File: config.mk
export PLATFORM = sky130hd
export DESIGN_NAME = turbo_rsc_encoder
export DESIGN_NICKNAME = d
export VERILOG_FILES = /design/src/rtl/turbo_pkg.sv /design/src/rtl/rsc_encoder.sv /design/src/rtl/turbo_rsc_encoder.sv
export SDC_FILE = /design/constraint.sdc
export NUM_CORES = 1
export LEC_CHECK = 0
export ABC_AREA = 1
export ABC_CLOCK_PERIOD_IN_PS = 3050
export CORE_ASPECT_RATIO = 0.5
export CORE_UTILIZATION = 50
export CTS_CLUSTER_DIAMETER = 150
export CTS_CLUSTER_SIZE = 8
export DETAILED_ROUTE_END_ITERATION = 10
export PLACE_DENSITY = 0.72
export SLEW_MARGIN = 20
export SYNTH_ARGS = -nofsm -noshare
export SYNTH_HDL_FRONTEND = slang
export SYNTH_SLANG_ARGS = --single-unit
File: constraint.sdc
create_clock -name clk -period 3.05 [get_ports clk]
set_input_delay 0.7625 -clock clk [delete_from_list [all_inputs] [get_ports clk]]
set_output_delay 0.7625 -clock clk [all_outputs]
set_load 0.005 [all_outputs]
File: src/rtl/turbo_pkg.sv
// rtl/turbo_pkg.sv - shared constants and FSM state type for the turbo RSC encoder
package turbo_pkg;
  localparam int K_1056        = 1056;
  localparam int K_6144        = 6144;
  localparam int TAIL_LEN      = 3;
  localparam int CNT_W_DEFAULT = 13;

  typedef enum logic [1:0] {
    IDLE  = 2'd0,
    DATA  = 2'd1,
    TAIL1 = 2'd2,
    TAIL2 = 2'd3
  } state_t;
endpackage

File: src/rtl/rsc_encoder.sv
// rtl/rsc_encoder.sv - 8-state recursive systematic convolutional constituent encoder
module rsc_encoder (
  input  logic clk,
  input  logic clear,
  input  logic zero,
  input  logic en,
  input  logic term,
  input  logic u,
  output logic z,
  output logic x
);
  // r[2]=r1, r[1]=r2, r[0]=r3
  logic [2:0] r;
  logic       a;

  // During termination the input cancels the feedback, so the register drains to zero
  assign x = term ? (r[1] ^ r[0]) : u;
  assign a = x ^ r[1] ^ r[0];
  assign z = a ^ r[2] ^ r[0];

  always_ff @(posedge clk or posedge clear) begin
    if (clear) begin
      r <= 3'b000;
    end else if (zero) begin
      r <= 3'b000;
    end else if (en) begin
      r <= {a, r[2], r[1]};
    end
  end
endmodule

File: src/rtl/turbo_rsc_encoder.sv
// rtl/turbo_rsc_encoder.sv - dual RSC turbo encoder core; TRELLIS_TERM_EN adds trellis termination
module turbo_rsc_encoder
  import turbo_pkg::*;
#(
  parameter int CNT_W = CNT_W_DEFAULT
) (
  input  logic clk,
  input  logic clear,
  input  logic k_size_6144,
  input  logic start,
  input  logic in_valid,
  input  logic ci,
  input  logic cpii,
  output logic out_valid,
  output logic d0,
  output logic d1,
  output logic d2,
  output logic tail,
  output logic busy,
  output logic done
);
  localparam logic [CNT_W-1:0] LAST_1056 = CNT_W'(K_1056 - 1);
  localparam logic [CNT_W-1:0] LAST_6144 = CNT_W'(K_6144 - 1);

  state_t           state, state_n;
  logic [CNT_W-1:0] cnt, cnt_n, k_last;
  logic             k_sel, k_sel_n;
  logic             ov_n, d0_n, d1_n, d2_n, done_n;
  logic             en1, en2, term1, term2, zero;
  logic             z1, z2, x1, x2;

  assign k_last = k_sel ? LAST_6144 : LAST_1056;
  assign busy   = (state != IDLE) | done;

  rsc_encoder u_enc1 (
    .clk(clk), .clear(clear), .zero(zero), .en(en1), .term(term1),
    .u(ci), .z(z1), .x(x1)
  );

  rsc_encoder u_enc2 (
    .clk(clk), .clear(clear), .zero(zero), .en(en2), .term(term2),
    .u(cpii), .z(z2), .x(x2)
  );

`ifdef TRELLIS_TERM_EN
  localparam logic [CNT_W-1:0] TAIL_LAST = CNT_W'(TAIL_LEN - 1);
  logic tail_n;
`else
  logic unused_x2;
  assign unused_x2 = x2;
  assign tail      = 1'b0;
`endif

  always_comb begin
    state_n = state;
    cnt_n   = cnt;
    k_sel_n = k_sel;
    ov_n    = 1'b0;
    d0_n    = 1'b0;
    d1_n    = 1'b0;
    d2_n    = 1'b0;
    done_n  = 1'b0;
    en1     = 1'b0;
    en2     = 1'b0;
    term1   = 1'b0;
    term2   = 1'b0;
    zero    = 1'b0;
`ifdef TRELLIS_TERM_EN
    tail_n  = 1'b0;
`endif
    case (state)
      IDLE: begin
        if (start) begin
          k_sel_n = k_size_6144;
          cnt_n   = '0;
          zero    = 1'b1;
          state_n = DATA;
        end
      end
      DATA: begin
        if (in_valid) begin
          en1   = 1'b1;
          en2   = 1'b1;
          ov_n  = 1'b1;
          d0_n  = x1;
          d1_n  = z1;
          d2_n  = z2;
          cnt_n = cnt + 1'b1;
          if (cnt == k_last) begin
            cnt_n = '0;
`ifdef TRELLIS_TERM_EN
            state_n = TAIL1;
`else
            state_n = IDLE;
            done_n  = 1'b1;
`endif
          end
        end
      end
`ifdef TRELLIS_TERM_EN
      TAIL1: begin
        en1    = 1'b1;
        term1  = 1'b1;
        ov_n   = 1'b1;
        d0_n   = x1;
        d1_n   = z1;
        tail_n = 1'b1;
        cnt_n  = cnt + 1'b1;
        if (cnt == TAIL_LAST) begin
          cnt_n   = '0;
          state_n = TAIL2;
        end
      end
      TAIL2: begin
        en2    = 1'b1;
        term2  = 1'b1;
        ov_n   = 1'b1;
        d0_n   = x2;
        d1_n   = z2;
        tail_n = 1'b1;
        cnt_n  = cnt + 1'b1;
        if (cnt == TAIL_LAST) begin
          cnt_n   = '0;
          state_n = IDLE;
          done_n  = 1'b1;
        end
      end
`endif
      default: state_n = IDLE;
    endcase
  end

  always_ff @(posedge clk or posedge clear) begin
    if (clear) begin
      state     <= IDLE;
      cnt       <= '0;
      k_sel     <= 1'b0;
      out_valid <= 1'b0;
      d0        <= 1'b0;
      d1        <= 1'b0;
      d2        <= 1'b0;
      done      <= 1'b0;
    end else begin
      state     <= state_n;
      cnt       <= cnt_n;
      k_sel     <= k_sel_n;
      out_valid <= ov_n;
      d0        <= d0_n;
      d1        <= d1_n;
      d2        <= d2_n;
      done      <= done_n;
    end
  end

`ifdef TRELLIS_TERM_EN
  always_ff @(posedge clk or posedge clear) begin
    if (clear) begin
      tail <= 1'b0;
    end else begin
      tail <= tail_n;
    end
  end
`endif
endmodule

======== Word level (Yosys, flattened, before mapping) ========
Cells that the tools add are included.
word-level totals
  input port bits ......................... 7
  word-level logic and storage cells ...... 58
  register bits ........................... 27
  output and inout bits ................... 7
operators by class
  $add $sub $neg .......................... 1
  reduce and logical (&&, ||, !) cells .... 7
  bitwise gates (word level) .............. 9
  equal/unequal tests ..................... 5
  mux-type cells .......................... 26
operators with widths
  cell                     count
  $mux W13                 4
  $pmux W13 S2             1
  $add A13 B1 Y13 const B  1
  $eq A13 B13 Y1           1
  $mux W1                  13
  $mux W3                  4
  $xor A1 B1 Y1            8
  $mux W2                  3
  $ne A2 B2 Y1 const B     3
  $reduce_and A3 Y1        2
  $reduce_bool A2 Y1       3
  $pmux W2 S2              1
  $eq A2 B1 Y1 const B     1
  $logic_not A2 Y1         1
  $reduce_and A2 Y1        1
  $or A1 B1 Y1             1

======== Depth between registers and ports, before layout ========
Gate-level depths: netlist (run 1).
  depth in word-level cells ............... 6
  gate-level depth with buffers ........... 9
  gate-level depth less buffers ........... 9

======== Modules after synthesis ========
Synthesis (run 1) repeated with hierarchy kept, for this count alone.
unflattened totals
  cell total of the unflattened synthesis .. 197
  area, all modules ....................... 1482.7 um^2
modules (own cells, without submodules)
  module             seq. area each (um^2)  instances  cells each  area an instance (um^2)
  turbo_rsc_encoder  500.5                  1          129         1047.3
  rsc_encoder        75.1                   2          34          217.7

======== Least setup slack after synthesis (run 1) ========
Ideal clock, no wire load.
  kind .................................... register -> output
  from .................................... register state[0]
  to ...................................... output busy
  buffers on the path ..................... 0
  required time ........................... 2.288 ns
  slack ................................... 1.554 ns
  cell stages (with the launch flop) ...... 2
  arrival time ............................ 0.733 ns
  cell sequence ........................... dfrtp_1 > or2_2
on the way
  cells in the longest elaborated chain, start to end .. 2
ends and longest elaborated chain
  item                    line                      RTL
  from (decl)             turbo_rsc_encoder.sv:25   state_t state, state_n;
  from (signal assigned)  turbo_rsc_encoder.sv:144  state <= state_n;
  $reduce_bool A2 Y1      turbo_rsc_encoder.sv:33   assign busy = (state != IDLE) | done;
  $or A1 B1 Y1            turbo_rsc_encoder.sv:33
  to (decl)               turbo_rsc_encoder.sv:19   output logic busy,
No other way between the ends.

======== Worst setup path after layout (run 1) ========
Ends and elaborated chain as after synthesis.

==> summary.md, run 1 <==
| Metric | Value |
|---|---|
| Outcome | completed |
| Vias | 1134 |
| Routability cong. | 0.8616 |
| Post-layout net count | 200 |
| Main combinational cell family by area after synthesis | simple AND/OR/NAND/NOR gates |
| # DRC | 0 |
| Reg-to-reg endpoint | cnt[10] |
| Post-CTS Hold Buffers | 0 |
| Adder-cell area share of the yosys netlist | 0.9058% |
| M1 GR Usage | 25.25% |
| Final wirelength | approximately 2600 µm |
| Die width | 76.33 µm |
| Worst Hold Class | reg2reg |
| Kind of end point of the critical path | output pin |
| Global Route Usage Sum | between 10% and 20% |
| Max-Cap Viols | 0 |
| GR peak layer | met2 |
| Layout cells sized above 1 | approximately a tenth |
| RSZ-0062 raised after global routing | no |
| H-tree depth | 1 |
| Syn Nets | around 180 |
| Area grow syn2layout | 16.67% |
| Area of the multi-input gates | roughly 600 µm² |
| Post CTS Setup Buffer Count | 0 |
| Clock Pin Slew Worst Setup and Hold Paths | approximately 0.09 ns |
| Non-Filler Instances | between 200 and 250 |
| CTS Buffer Depth | 2 |
| Synth Area in Compound Gates | under 10% |
| CTS tree | yes |
| Final worst path period need | between 2 and 2.5 ns |
| Iter 0 DRT Violations | 72 |
| Worst-path maximum fanout | 6 |
| Final period util | ~75% |
| Worst-Skew Late Latency | about 0.27 ns |
| Largest net degree at the start of global routing | 27 |
| # resized after CTS | 0 |
| Diodes inserted | 0 |
| CTS Buf Count | 3 |
| FF/Latch Area | ~650 µm² |
| I/O Buffers | 12 |
| Total Power | 1.032 mW |
| Simple-Gate Fraction of Synth Area | 32.43% |
| Area post-placement | around 1500 µm² |
| Sequential share of the synthesized area | ~47% |
| Leak | 0.8040 nW |
| Setup Skew | about 0.0019 ns |
| FF-to-FF path depth | 7 |
| # rows | 13 |
| Sink Count | 26 |
| IO Count | 14 |
| Crit start category | flop |
| Die area | between 2000 and 3000 µm² |
| Routed WL per cell | 11.18 µm |
| CTS root buf | clkbuf_8 |
| Fill count | between 200 and 250 |
| Routed Antenna Nets | 0 |
| Internal reg-to-reg setup slack | between 1.5 and 2 ns |
| Required @ worst endpoint | 2.29 ns |
| Setup crit start | state[0] |
| Final Hold Viols | 0 |
| Die height | between 30 and 40 µm |
| Synth unique cells | 25 |
| Met2 Usage GRT | 31.76% |
| Syn avg cell area | slightly below 8 µm² |
| Cell area power density | about 640 nW/µm² |
| Met3 GRT Util | under 10% |
| Post-route cell area | ~1600 µm² |
| Inst Count DP | 224 |
| Worst Setup EP | busy |
| Highest clock rate | between 0.4 and 0.5 GHz |
| Total grt overflow | 0 |
| Yosys warnings | 0 |
| Reg-to-reg startpoint | cnt[7] |
| Flops & latches, synth | 26 |
| 1st-pass router iterations | 4 |
| Hpwl dp | 1885 µm |
| Max-slew violations | 0 |
| Vias in the first global route | between 900 and 1000 |
| Post-Syn Area | between 1000 and 1500 µm² |
| First-pass GRT wire length | between 4000 and 5000 µm |
| Vias/cell | roughly 5 |
| Initial core utilization | a little over half |
| Xor and xnor area share after synthesis | between 1.5 and 2% |
| Final setup violating endpoints | 0 |
| Worst vdd ir | between 400 and 500 µV |
| Mapped Cells | approximately 180 |
| Setup tns final | 0 ns |
| Mux cell area share after synthesis | less than 1% |
| Core area | about 2600 µm² |
| Setup Crit Path Kind | reg2out |
| Initial antenna violation count | 0 |
| Worst EP arrival | around 1.5 ns |
==> metrics by stage <==
stage	hold WS, ns	utilization (%)	setup WS (ns)
floorplan	0.4757	-	1.554
global placement	0.5181	59.18	0.9651
detailed placement	0.5081	59.18	0.8982
CTS	0.5313	61.92	0.7546
global route	0.5542	61.92	0.7042
finish	0.5262	61.92	0.7643
==> placed cells by master (no fill, tap or decap) <==
cell	instances
ha_1	1
nand2_1	42
nand4_1	8
a21oi_1	3
nand3_4	1
nand2_8	1
nor2_1	26
clkbuf_8	3
o21bai_1	1
inv_2	1
xnor2_1	2
nand3_1	9
nand2_2	1
xor2_1	1
buf_4	1
or2_2	2
clkdlybuf4s50_1	12
inv_6	1
nand2_4	2
clkinv_1	1
bufinv_16	1
mux2_2	1
inv_1	26
conb_1	1
o22ai_1	6
o21ai_0	8
nor2_2	3
dfrtp_1	26
==> cells in the mapped netlist <==
library cell	n	area share (%)
nor2_1	26	7.1
a21oi_1	3	1.1
nand3_4	1	1.3
nand3_1	9	3.3
nor2_2	3	1.4
conb_1	1	0.27
xnor2_1	2	1.3
o21ai_0	8	2.9
clkinv_1	1	0.27
inv_6	1	0.63
nand4_1	8	3.6
o21bai_1	1	0.54
nand2_8	1	1.4
dfrtp_1	26	47
nand2_1	42	11
ha_1	1	0.91
nand2_2	1	0.45
nand2_4	2	1.6
mux2_2	1	0.82
o22ai_1	6	2.7
buf_4	2	1.1
inv_2	1	0.27
inv_1	26	7.1
xor2_1	1	0.63
or2_2	2	0.91
==> how the worst min path moves through the flow <==
stage,slack (ns),start,cells after the start,end
6_report,0.53,cnt[0],2,cnt[0]
5_1_grt,0.55,cnt[0],2,cnt[0]
4_1_cts,0.53,cnt[0],2,cnt[0]
3_5_place_dp,0.51,cnt[0],2,cnt[0]
3_3_place_gp,0.52,u_enc2.r[2],2,d2
2_1_floorplan,0.48,cnt[0],2,cnt[0]
==> sequential cells by signal, summed over array words and instances, names as in the netlist <==
| name | cells |
|---|---|
| u_enc1.r | 3 |
| d1 | 1 |
| d0 | 1 |
| cnt | 13 |
| out_valid | 1 |
| done | 1 |
| u_enc2.r | 3 |
| state | 1 |
| k_sel | 1 |
| d2 | 1 |
==> area by class of cell <==
type	instances	share of cell area [%]
timing repair buffer	13	7.919
clock buffer	3	2.562
multi-input combinational	119	37.34
tap	37	2.873
clock inverter	1	1.863
sequential	26	40.37
inverter	29	7.065
==> cells by family (layout without fill, tap and decap cells) <==
kind of cell | after synthesis | in the layout
mux | 1 | 1
compound gates | 18 | 18
flops | 26 | 26
fa+ha+maj | 1 | 1
xor+xnor | 3 | 3
simple gates | 95 | 95
other cells | 1 | 1
buf+inv | 31 | 46
==> report_power, final <==
| part | switching (mW) | internal (mW) | total [mW] |
|---|---|---|---|
| logic | 0.143 | 0.108 | 0.251 |
| registers | 0.0725 | 0.418 | 0.491 |
| clock network | 0.115 | 0.176 | 0.291 |
| total | 0.330 | 0.702 | 1.03 |
==> routing by layer <==
metal,vias up,routed length [µm]
li1,586,-
met1,512,1265
met2,31,1088
met3,5,178
met4,0,17
met5,-,0
==> critical path, stage by stage (launching register included) <==
cell	delay (ns)
dfrtp_1	0.48
or2_2	0.32
clkdlybuf4s50_1	0.44
Power figures use the tool's default switching activity.
==> run 2, diff against run 1 <==
--- a/config.mk
+++ b/config.mk
@@ -6,7 +6,7 @@
 export NUM_CORES = 1
 export LEC_CHECK = 0
 export ABC_AREA = 1
-export ABC_CLOCK_PERIOD_IN_PS = 3050
+export ABC_CLOCK_PERIOD_IN_PS = 2200
 export CORE_ASPECT_RATIO = 0.5
 export CORE_UTILIZATION = 50
 export CTS_CLUSTER_DIAMETER = 150
==> constraint.sdc (replaced) <==
create_clock -name clk -period 2.2 [get_ports clk]
set_input_delay 0.55 -clock clk [delete_from_list [all_inputs] [get_ports clk]]
set_output_delay 0.55 -clock clk [all_outputs]
set_load 0.005 [all_outputs]
==> summary.md, run 2 (synthesis results as in run 1) <==
| Metric | Value |
|---|---|
| Final wirelength | 2596 µm (was 2550 µm) |
| Final Hold Viols | 0 (unchanged) |
| # rows | 13 (unchanged) |
| Routed WL per cell | 11.34 µm (was 11.18 µm) |
| Final period util | between 90 and 100% |
| Crit start category | flop (unchanged) |
| Most frequent cells in the layout | 42 x nand2_1, 26 x inv_1, 26 x nor2_1, 26 x dfrtp_1, 12 x clkdlybuf4s50_1 (unchanged) |
| CTS tree | yes (unchanged) |
| CTS Buffer Depth | 2 (unchanged) |
| First-pass GRT wire length | 4326 µm (was 4222 µm) |
| Die height | 39.17 µm (unchanged) |
| Final worst path period need | about 2.1 ns |
| Total grt overflow | 0 (unchanged) |
| Setup Skew | 0.001613 ns (was 0.001937 ns) |
| Hold path start | cnt[0] (unchanged) |
| Die area | 2989 µm² (unchanged) |
| Die width | 76.33 µm (unchanged) |
| Post-CTS Hold Buffers | 0 (unchanged) |
| CTS root buf | clkbuf_8 (unchanged) |
| Most common cell after layout, fill and taps aside | nand2_1 (unchanged) |
| Worst EP arrival | 1.52 ns (about the same) |
| Routed Antenna Nets | 0 (unchanged) |
| RSZ-0062 raised after global routing | no (unchanged) |
| CTS Buf Count | 3 (unchanged) |
| Fill count | 237 (was 223) |
| Inst Count DP | 225 (was 224) |
| I/O Buffers | 12 (unchanged) |
| Vias | 1106 (was 1134) |
| Initial core utilization | 53.08% (unchanged) |
| Area grow syn2layout | 17.21% (was 16.67%) |
| Kind of end point of the critical path | output pin (unchanged) |
| Max-slew violations | 0 (unchanged) |
| Core area | 2603 µm² (unchanged) |
| Setup tns final | 0 ns (unchanged) |
| Largest net degree at the start of global routing | 27 (unchanged) |
| Sink Count | 26 (unchanged) |
| Pre-CTS WS | 0.3015 ns (was 0.8982 ns) |
| Worst-path maximum fanout | 6 (unchanged) |
| Worst-Skew Late Latency | 0.28 ns (was 0.27 ns) |
| Worst vdd ir | 593.7 µV (was 488.7 µV) |
| Final setup violating endpoints | 0 (unchanged) |
| Hpwl dp | 1903 µm (was 1885 µm) |
| Largest regs | cnt (13), u_enc1.r (3), u_enc2.r (3) (unchanged) |
| Leak | 0.8088 nW (was 0.8040 nW) |
| Hold Crit Endpoint | cnt[0] (unchanged) |
| Hold depth | 2 (unchanged) |
| Diodes inserted | 0 (unchanged) |
| Outcome | completed (unchanged) |
| Total Power | 1.435 mW (was 1.032 mW) |
| Max reg flops | 13 (unchanged) |
| Iter 0 DRT Violations | 88 (was 72) |
| Non-Filler Instances | 229 (was 228) |
| Post-layout net count | 201 (was 200) |
| Routability cong. | 0.8596 (was 0.8616) |
| Vias in the first global route | 953 (was 936) |
| Worst Hold Class | reg2reg (unchanged) |
| # resized after CTS | 0 (unchanged) |
| # DRC | 0 (unchanged) |
| Layout cells sized above 1 | 9.896% (was 9.424%) |
| FF-to-FF path depth | 6 (was 7) |
| Max-Cap Viols | 0 (unchanged) |
| PnR worst setup slack | 0.1292 ns (was 0.7643 ns) |
| H-tree depth | 1 (unchanged) |
| Initial antenna violation count | 0 (unchanged) |
| Required @ worst endpoint | 1.65 ns (was 2.29 ns) |
| Reg-to-reg startpoint | cnt[0] (was cnt[7]) |
| Reg-to-reg endpoint | cnt[10] (unchanged) |
| 1st-pass router iterations | 4 (unchanged) |
| IO Count | 14 (unchanged) |
| Highest clock rate | 0.4829 GHz |
| Setup Crit Path Kind | reg2out (unchanged) |
| Global Route Usage Sum | 19.84% (was 19.19%) |
| Vias/cell | 4.830 (was 4.974) |
| Most flop-heavy register | cnt (unchanged) |
| Cell area power density | 886.6 nW/µm² (was 640.4 nW/µm²) |
| Post CTS Setup Buffer Count | 0 (unchanged) |
| Internal reg-to-reg setup slack | 0.75 ns (was 1.57 ns) |
| Setup crit start | state[0] (unchanged) |
| Clock Pin Slew Worst Setup and Hold Paths | 0.09 ns (about the same) |
[run 2: cell types whose count changed in the layout (fill, tap and decap cells not counted), sizes merged]
cell	previous run	this run
buf	1	2
[run 2: through the flow]
stage,hold WS [ns],area [µm²],utilization [%]
2_1_floorplan,0.4757,1381,-
3_3_place_gp,0.5092,1548,59.47
3_5_place_dp,0.5045,1548,59.47
4_1_cts,0.5284,1619,62.21
5_1_grt,0.5513,1619,62.21
6_report,0.5299,1619,62.21
[run 2: routing by layer]
layer  vias to the layer above  track usage (%)  share of wire (%)
li1                        586                -                  -
met1                       499            25.69                 51
met2                        19            33.78                 44
met3                         2            6.118                4.4
met4                         0            3.365               0.15
met5                         -                0                  0
[run 2: area by class of cell]
class	count	area, µm²	area share [%]
clock buffers	3	41.29	2.550
clock inverters	1	30.03	1.855
inverters	29	113.9	7.032
multi-input cells	119	601.8	37.17
flip-flops and latches	26	650.6	40.19
well taps	37	46.29	2.859
repair buffers	14	135.1	8.346
[run 2: where the power goes]
| part | leakage, nW | total [mW] | internal (mW) | switching [mW] |
|---|---|---|---|---|
| sequential | 0.314 | 0.679 | 0.580 | 0.0992 |
| clock | 0.0357 | 0.405 | 0.244 | 0.162 |
| combinational | 0.459 | 0.351 | 0.151 | 0.200 |
| total | 0.809 | 1.44 | 0.975 | 0.461 |
[run 2: worst max path at each step]
stage / cells after the start / to / slack [ns]
2_1_floorplan: 1 / busy / 0.92
3_3_place_gp: 7 / cnt[6] / 0.32
3_5_place_dp: 7 / cnt[6] / 0.30
4_1_cts: 2 / busy / 0.12
5_1_grt: 2 / busy / 0.06
6_report: 2 / busy / 0.13
[run 2: worst max-delay path, stage by stage (launching register included)]
cell	delay [ns]
dfrtp_1	0.48
or2_2	0.32
clkdlybuf4s50_1	0.44
==> run 3, diff against run 2 <==
--- a/config.mk
+++ b/config.mk
@@ -6,13 +6,13 @@
 export NUM_CORES = 1
 export LEC_CHECK = 0
 export ABC_AREA = 1
-export ABC_CLOCK_PERIOD_IN_PS = 2200
+export ABC_CLOCK_PERIOD_IN_PS = 1700
 export CORE_ASPECT_RATIO = 0.5
 export CORE_UTILIZATION = 50
 export CTS_CLUSTER_DIAMETER = 150
 export CTS_CLUSTER_SIZE = 8
 export DETAILED_ROUTE_END_ITERATION = 10
-export PLACE_DENSITY = 0.72
+export PLACE_DENSITY = 0.74
 export SLEW_MARGIN = 20
 export SYNTH_ARGS = -nofsm -noshare
 export SYNTH_HDL_FRONTEND = slang
==> constraint.sdc (replaced) <==
create_clock -name clk -period 1.7 [get_ports clk]
set_input_delay 0.425 -clock clk [delete_from_list [all_inputs] [get_ports clk]]
set_output_delay 0.425 -clock clk [all_outputs]
set_load 0.005 [all_outputs]
==> summary.md, run 3 (synthesis results as in run 1) <==
| Metric | Value |
|---|---|
| Setup Skew | 0.006784 ns (was 0.001613 ns) |
| Routability cong. | 0.8301 (was 0.8596) |
| Post-CTS Hold Buffers | 0 (unchanged) |
| Cell area power density | 1127 nW/µm² (was 886.6 nW/µm²) |
| Core area | 2603 µm² (unchanged) |
| Max-slew violations | 0 (unchanged) |
| Internal reg-to-reg setup slack | 0.17 ns (was 0.75 ns) |
| Area grow syn2layout | 20.38% (was 17.21%) |
| Die area | 2989 µm² (unchanged) |
| Outcome | completed (unchanged) |
| Initial core utilization | 53.08% (unchanged) |
| Vias in the first global route | 934 (was 953) |
| Hpwl dp | 2131 µm (was 1903 µm) |
| Area post-placement | 1585 µm² (was 1548 µm²) |
| Worst-Skew Late Latency | 0.28 ns (about the same) |
| Worst EP arrival | 1.20 ns (was 1.52 ns) |
| H-tree depth | 1 (unchanged) |
| Worst path bufs/invs | 1 (unchanged) |
| Vias/cell | 4.902 (was 4.830) |
| Slowest cell on the critical path | dfrtp_1 (unchanged) |
| GR peak layer | met2 (unchanged) |
| RSZ-0062 raised after global routing | no (unchanged) |
| Required @ worst endpoint | 1.27 ns (was 1.65 ns) |
| Sink Count | 26 (unchanged) |
| 1st-pass router iterations | 4 (unchanged) |
| Global Route Usage Sum | 20.65% (was 19.84%) |
| First-pass GRT wire length | 4429 µm (was 4326 µm) |
| I/O Buffers | 12 (unchanged) |
| Crit start category | flop (unchanged) |
| Kind of end point of the critical path | output pin (unchanged) |
| Diodes inserted | 0 (unchanged) |
| Crit-path cells | or2_2 -> dlygate4sd2_1 (was or2_2 -> clkdlybuf4s50_1) |
| Worst Hold Class | in2async (was reg2reg) |
| Routed WL per cell | 12.21 µm (was 11.34 µm) |
| FF-to-FF path depth | 6 (unchanged) |
| Routed Antenna Nets | 0 (unchanged) |
| Total grt overflow | 0 (unchanged) |
| Iter 0 DRT Violations | 66 (was 88) |
| CTS tree | yes (unchanged) |
| Final wirelength | 2869 µm (was 2596 µm) |
| Max-Cap Viols | 0 (unchanged) |
| Largest regs | cnt (13), u_enc1.r (3), u_enc2.r (3) (unchanged) |
| # DRC | 0 (unchanged) |
| Worst-path maximum fanout | 2 (was 6) |
| Most common cell after layout, fill and taps aside | nand2_1 (unchanged) |
| Final period util | a little over nine tenths |
| Setup Crit Path Kind | reg2out (unchanged) |
| Post-route cell area | 1663 µm² (was 1619 µm²) |
| Worst vdd ir | 611.7 µV (was 593.7 µV) |
| Vias | 1152 (was 1106) |
| IO Count | 14 (unchanged) |
| Die height | 39.17 µm (unchanged) |
| CTS root buf | clkbuf_8 (unchanged) |
| Initial antenna violation count | 0 (unchanged) |
| Final setup violating endpoints | 0 (unchanged) |
| Most flop-heavy register | cnt (unchanged) |
| Setup tns final | 0 ns (unchanged) |
| # rows | 13 (unchanged) |
| Largest net degree at the start of global routing | 27 (unchanged) |
| Layout cells sized above 1 | 12.63% (was 9.896%) |
| Delay-heaviest family, CP | flip-flops (unchanged) |
| Post-layout net count | 207 (was 201) |
| Clock Pin Slew Worst Setup and Hold Paths | 0.09 ns (about the same) |
| Die width | 76.33 µm (unchanged) |
| CTS Buffer Depth | 2 (unchanged) |
| Met3 GRT Util | 5.647% (was 6.118%) |
| Fill count | 224 (was 237) |
| M1 GR Usage | 26.08% (was 25.69%) |
| Stages on worst setup path | 2 (unchanged) |
| Leak | 0.8343 nW (was 0.8088 nW) |
| Delay of the slowest critical-path stage | 0.38 ns (was 0.48 ns) |
| Most frequent cells in the layout | 42 x nand2_1, 26 x inv_1, 26 x nor2_1, 26 x dfrtp_1, 11 x clkdlybuf4s50_1 (was 42 x nand2_1, 26 x inv_1, 26 x nor2_1, 26 x dfrtp_1, 12 x clkdlybuf4s50_1) |
| Met2 Usage GRT | 37.16% (was 33.78%) |
| CTS Buf Count | 3 (unchanged) |
| Max reg flops | 13 (unchanged) |
| Final Hold Viols | 0 (unchanged) |
| Highest clock rate | 0.6161 GHz |
| Final worst path period need | approximately 1.6 ns |
run 3: cell types whose count changed in the layout (fill, tap and decap cells not counted), sizes merged:
cell	delta
clkdlybuf4s50	-1
dlygate4sd2	+1
buf	+6
run 3: final timing paths:
kind	startpoint	endpoint
worst max-delay path	state[0]	busy
worst min-delay path	clear	u_enc2.r[2]
worst max register to register	cnt[0]	cnt[10]
worst min register to register	cnt[0]	cnt[0]
max in group asynchronous	clear	cnt[12]
min in group clk	cnt[0]	cnt[0]
run 3: area by class of cell:
type	count	area [µm²]	area share, %
multi-input combinational	119	601.8	36.19
timing repair buffer	20	178.9	10.76
inverter	29	113.9	6.847
sequential	26	650.6	39.13
clock inverter	1	30.03	1.806
clock buffer	3	41.29	2.483
tap	37	46.29	2.784
run 3: tightest hold or removal path: stages:
cell,delay [ns]
clkdlybuf4s50_1,0.39
inv_1,0.05
buf_4,0.31
run 3: metrics by stage:
stage | utilization (%) | cells | hold slack, ns | total power [mW] | setup WS (ns)
finish | 63.89 | 235 | 0.4896 | 1.875 | 0.07683
global route | 63.89 | 235 | 0.5269 | 1.997 | 0.02327
CTS | 63.89 | 235 | 0.5059 | 1.886 | 0.06925
detailed placement | 60.91 | 230 | 0.5181 | 1.364 | -0.0007602
global placement | 60.91 | 230 | 0.5109 | 1.334 | 0.01203
floorplan | - | 176 | 0.4650 | 1.201 | 0.4708
run 3: repair_timing:
action,4_1_cts,5_1_grt
setup buffers,1,0
setup endpoints to repair,1,0
resized for setup,1,0
run 3: per-layer routing:
layer,part of all wire [%],up-vias
li1,-,597
met1,47,519
met2,48,34
met3,4.7,2
met4,0.28,0
met5,0,-
run 3: where the power goes:
group	internal [mW]	switching, mW	leakage (nW)
combinational	0.205	0.267	0.484
sequential	0.751	0.135	0.314
clock	0.315	0.201	0.0357
total	1.27	0.603	0.834
